<file path="src/rtl/chunk_adder.sv">
// chunk_adder: multi-cycle adder/subtractor that processes CHUNK bits per clock.
// Ports:
//   clk, rst            - clock, synchronous active-high reset
//   in_valid/in_ready   - operand handshake (a, b, cin, sub)
//   out_valid/out_ready - result handshake (sum, cout, ovf)
//   cout is the no-borrow flag when sub=1; ovf is signed overflow.

module chunk_adder #(
    parameter int WIDTH = 8,
    parameter int CHUNK = 2
) (
    input  logic             clk,
    input  logic             rst,
    input  logic             in_valid,
    output logic             in_ready,
    input  logic [WIDTH-1:0] a,
    input  logic [WIDTH-1:0] b,
    input  logic             cin,
    input  logic             sub,
    output logic             out_valid,
    input  logic             out_ready,
    output logic [WIDTH-1:0] sum,
    output logic             cout,
    output logic             ovf
);

    localparam int NCH = WIDTH / CHUNK;
    // one extra bit so the counter can step past the last slice without wrapping
    localparam int CW  = $clog2(NCH) + 1;

    typedef enum logic [1:0] {
        IDLE = 2'd0,
        RUN  = 2'd1,
        DONE = 2'd2
    } state_t;

    state_t           state;
    state_t           state_nxt;

    logic [WIDTH-1:0] a_q;
    logic [WIDTH-1:0] b_q;
    logic [WIDTH-1:0] sum_q;
    logic [WIDTH-1:0] sum_nxt;
    logic             carry_q;
    logic             ovf_q;
    logic [CW-1:0]    idx_q;

    logic [CHUNK-1:0] a_sl;
    logic [CHUNK-1:0] b_sl;
    logic [CHUNK:0]   part;
    logic             last;
    logic             accept;

    // ---------------- slice select and partial add ----------------
    always_comb begin
        a_sl    = '0;
        b_sl    = '0;
        sum_nxt = sum_q;
        for (int i = 0; i < NCH; i++) begin
            if (idx_q == CW'(i)) begin
                a_sl = a_q[i*CHUNK +: CHUNK];
                b_sl = b_q[i*CHUNK +: CHUNK];
            end
        end
        part = {1'b0, a_sl} + {1'b0, b_sl} + {{CHUNK{1'b0}}, carry_q};
        for (int i = 0; i < NCH; i++) begin
            if (idx_q == CW'(i)) begin
                sum_nxt[i*CHUNK +: CHUNK] = part[CHUNK-1:0];
            end
        end
    end

    assign last = (idx_q == CW'(NCH - 1));

    // ---------------- FSM ----------------
    always_ff @(posedge clk) begin
        if (rst) begin
            state <= IDLE;
        end else begin
            state <= state_nxt;
        end
    end

    always_comb begin
        state_nxt = state;
        in_ready  = (state == IDLE);
        out_valid = (state == DONE);
        accept    = in_valid && (state == IDLE);
        unique case (state)
            IDLE: begin
                if (accept) begin
                    state_nxt = RUN;
                end
            end
            RUN: begin
                if (last) begin
                    state_nxt = DONE;
                end
            end
            DONE: begin
                if (out_ready) begin
                    state_nxt = IDLE;
                end
            end
            default: begin
                state_nxt = IDLE;
            end
        endcase
    end

    // ---------------- datapath ----------------
    always_ff @(posedge clk) begin
        if (rst) begin
            a_q     <= '0;
            b_q     <= '0;
            sum_q   <= '0;
            carry_q <= 1'b0;
            ovf_q   <= 1'b0;
            idx_q   <= '0;
        end else begin
            case (state)
                IDLE: begin
                    if (accept) begin
                        a_q <= a;
                        // subtraction as a + ~b + ~cin
                        b_q     <= sub ? ~b : b;
                        carry_q <= cin ^ sub;
                        idx_q   <= '0;
                    end
                end
                RUN: begin
                    sum_q   <= sum_nxt;
                    carry_q <= part[CHUNK];
                    idx_q   <= idx_q + 1'b1;
                    if (last) begin
                        // carry into MSB = a^b^s at MSB; xor with carry out
                        ovf_q <= a_q[WIDTH-1] ^ b_q[WIDTH-1]
                               ^ part[CHUNK-1] ^ part[CHUNK];
                    end
                end
                default: begin
                end
            endcase
        end
    end

    assign sum  = sum_q;
    assign cout = carry_q;
    assign ovf  = ovf_q;

endmodule

</file>
<file path="config.mk">
export PLATFORM = sky130hd
export DESIGN_NAME = chunk_adder
export DESIGN_NICKNAME = d
export VERILOG_FILES = /design/src/rtl/chunk_adder.sv
export SDC_FILE = /design/constraint.sdc
export NUM_CORES = 1
export LEC_CHECK = 0
export ABC_AREA = 0
export BUFFER_PORTS_ARGS = -buffer_cell sky130_fd_sc_hd__buf_2
export CORE_UTILIZATION = 60
export CTS_BUF_LIST = sky130_fd_sc_hd__clkbuf_4 sky130_fd_sc_hd__clkbuf_8
export DETAILED_ROUTE_END_ITERATION = 8
export PLACE_DENSITY = 0.89
export SLEW_MARGIN = 20
export SYNTH_ARGS = -nofsm -noshare
export SYNTH_HDL_FRONTEND = slang
export SYNTH_SLANG_ARGS = --single-unit
</file>
<file path="constraint.sdc">
create_clock -name clk -period 7 [get_ports clk]
set_input_delay 0 -clock clk [delete_from_list [all_inputs] [get_ports clk]]
set_output_delay 0 -clock clk [all_outputs]
set_load 0.1 [all_outputs]
</file>
==> impl_metrics.ini <==
[status]
status = finished clean

[cts]
cts_tree = built
cts_resized = 0
cts-root-buf = clkbuf_4
cts_sinks = 31
numCtsBuffers = 5
clock_latency_ns = 0.34
postCtsSetupBuffers = 0
ctsLongestPathBuffers = 2
cts_hold_buf = 17
cts_max_level = 2
path_clk_slew_ns = 0.09

[setup_path]
worstSetupEndpointType = register
cp_cell_sequence = inv_1 > ha_1 > a21oi_1 > o21ai_0 > a32o_1 > fa_1 > fa_1 > xnor2_1 > xnor2_1 > a311oi_1
startpoint_type = register
cp_slowest_cell = fa_1
critPathBufInv = 1
crit_family = adder cells
crit_required_ns = 7.24
max_stage_delay_ns = 0.53
cp_max_fo = 9
cp.arrival_ns = 3.24
critPathKind = reg -> reg

[global_routing]
grt_remaining_overflow = 0
grt_pass1_wl_mm = 5.71
globalRouteMet1Util_pct = 34.6
grt_max_degree = 33
grtUsageMet3_pct = 6.38
grt.total_usage_pct = 29.5
grt_pass1_vias = 1322
grt.busiest_layer = met2
met2_usage_pct = 49.8
antenna_found_initial = 0

[pwr]
clkPwrFrac_pct = 24.8
p_leak_nw = 0.765
p_sw_share_pct = 31.6
p_int_uw = 266
p_per_area_nw_per_um2 = 206
switchingPower_uw = 123
ir_worst_vdd_mv = 0.169
power_frac_comb_pct = 25.0
sequentialPowerShare_pct = 50.2

[drt]
vias_per_cell = 5.52
drtIter0Drc = 20
dr_total_vias = 1353
drtAntennaViolNets = 0
wl_per_cell_um = 14.3
dr.pass1.iters = 4
routed_wl_mm = 3.51
drc = 0

[die]
die_area_um2 = 2750
core_area_um2 = 2300
ioPinCount = 34
rows = 17
die_w_um = 52.5
die_h_um = 52.5
initial_core_util_pct = 66.5

[timing]
worstMarginPinSlew_ns = 0.551
rsz0062_at_grt = no
fin_setup_tns_ns = 0
fin_crit_sh_pct = 42.9
fin_ws_ns = 4.00
fmax_mhz = 333
setup_violations = 0
max_slew_margin_pct = 63.3
skew_ns = 0.00605
slew_viol_final = 0
hold_viol = 0
period_needed_ns = 3.00

[final_layout]
final_cells = 245
fill_cells = 159
final_net_count = 247
insertedDiodeCount = 0
post_route_cells_drive_above_1_share_pct = 20.7
syn2layout_area_growth_pct = 23.7

[place]
dp_cells = 222
port_buffers = 33
place_congestion = 0.854
pre_cts_ws_ns = 4.06
hpwl_mm = 2.41

[yosys]
syn_avg_cell_area_um2 = 8.93
syn-num-nets = 200
ys_types = 30
synth-seq-cells = 31
synth_top_area_share_pct = 40.6
syn-instance-count = 171
synth_edf_count = 0
synth_commonest_cells = 31 x dfxtp_1, 23 x nand2_1, 18 x a21oi_1, 18 x nor2_1, 11 x xnor2_1
netlist_area_um2 = 1530
async_flop_share_pct = 0
ys_warn_count = 0
yosys_most_used_dff = dfxtp_1
synth-seq-area-share_pct = 40.6
synth_area_leader_cell = dfxtp_1
ys_top_cells_by_area = dfxtp_1 41%, xnor2_1 6.3%, a21oi_1 5.9%, nand2_1 5.7%, mux2i_1 4.6%
synth_most_common_cell = dfxtp_1

[flow_run]
cap_violations = 0

[hold_path]
hold_path_class = in -> reg
==> kinds of logic after synthesis <==
family                     after synthesis  synth area share [%]
AOI/OAI and AO/OA                       38                  15.8
xor gates and xnor gates                12                  6.88
adders and majority gates                7                  6.72
buffers and inverters                   14                  4.75
DFF                                     31                  40.6
muxes                                    7                  4.59
and+or+nand+nor                         62                  20.6
==> worst min-delay path: stages <==
cell and delay [ns]:
buf_2 0.08, xor2_1 0.07, a22oi_1 0.18, o31ai_1 0.08
==> through the flow <==
step / power, mW / hold slack, ns / instance area, um2 / util (%)
after global placement: 0.284 / 0.240 / 1670 / 72.9
after global routing: 0.406 / 0.154 / 1890 / 82.2
after CTS: 0.387 / 0.126 / 1890 / 82.2
final: 0.388 / 0.119 / 1890 / 82.2
after detailed placement: 0.287 / 0.247 / 1670 / 72.9
after floorplan: 0.268 / 0.103 / 1530 / -
==> cells in the final DEF, fill, tap and decap left out <==
cell / instances
a211oi_1: 8
a21oi_1: 18
a22oi_1: 1
a311oi_1: 1
a32o_1: 4
and2b_1: 1
and4bb_2: 3
buf_2: 33
buf_4: 1
clkbuf_4: 6
dfxtp_1: 31
dlygate4sd3_1: 17
fa_1: 2
ha_1: 5
inv_1: 3
mux2i_1: 7
nand2_1: 23
nand2b_1: 7
nand3_1: 4
nand3b_1: 1
nand4b_1: 1
nor2_1: 18
nor2b_1: 2
nor3b_2: 1
o21a_1: 1
o21ai_0: 4
o31ai_1: 1
or3b_4: 1
xnor2_1: 11
xor2_1: 1
==> final timing paths <==
kind,start,to,slack (ns),cells after the start
max reg2reg,idx_q[1],ovf,4.00,10
max,idx_q[1],ovf,4.00,10
min reg2reg,a_q[4],a_q[4],0.47,2
min,cin,cout,0.12,4
==> layout make-up <==
cell class	instances	area [um2]	area share, %
clock buffer	6	45.0	2.38
inverter	3	11.3	0.596
multi-input combinational	126	835	44.2
sequential	31	621	32.8
tap	28	35.0	1.85
timing repair buffer	51	343	18.1
==> per-layer routing <==
layer | share of wire, % | routed length [um] | vias up
li1 | - | - | 675
met1 | 41 | 1450 | 631
met2 | 52 | 1830 | 38
met3 | 3.9 | 138 | 9
met4 | 2.4 | 84 | 0
met5 | 0 | 0 | -
==> state kept, by name, indices dropped and copies added (netlist names) <==
register and count:
a_q 8, b_q 8, state 2, cout 1, sum 8, ovf 1
idx_q 3
==> power by group through the flow <==
stage          combinational, mW  sequential (mW)  clock (mW)
3_3_place_gp              0.0859            0.199           0
6_report                  0.0971            0.195      0.0962
3_5_place_dp              0.0884            0.199           0
4_1_cts                   0.0963            0.195      0.0958
5_1_grt                    0.106            0.196       0.104
2_1_floorplan             0.0572            0.210           0
(Power assumes the default switching activity.)
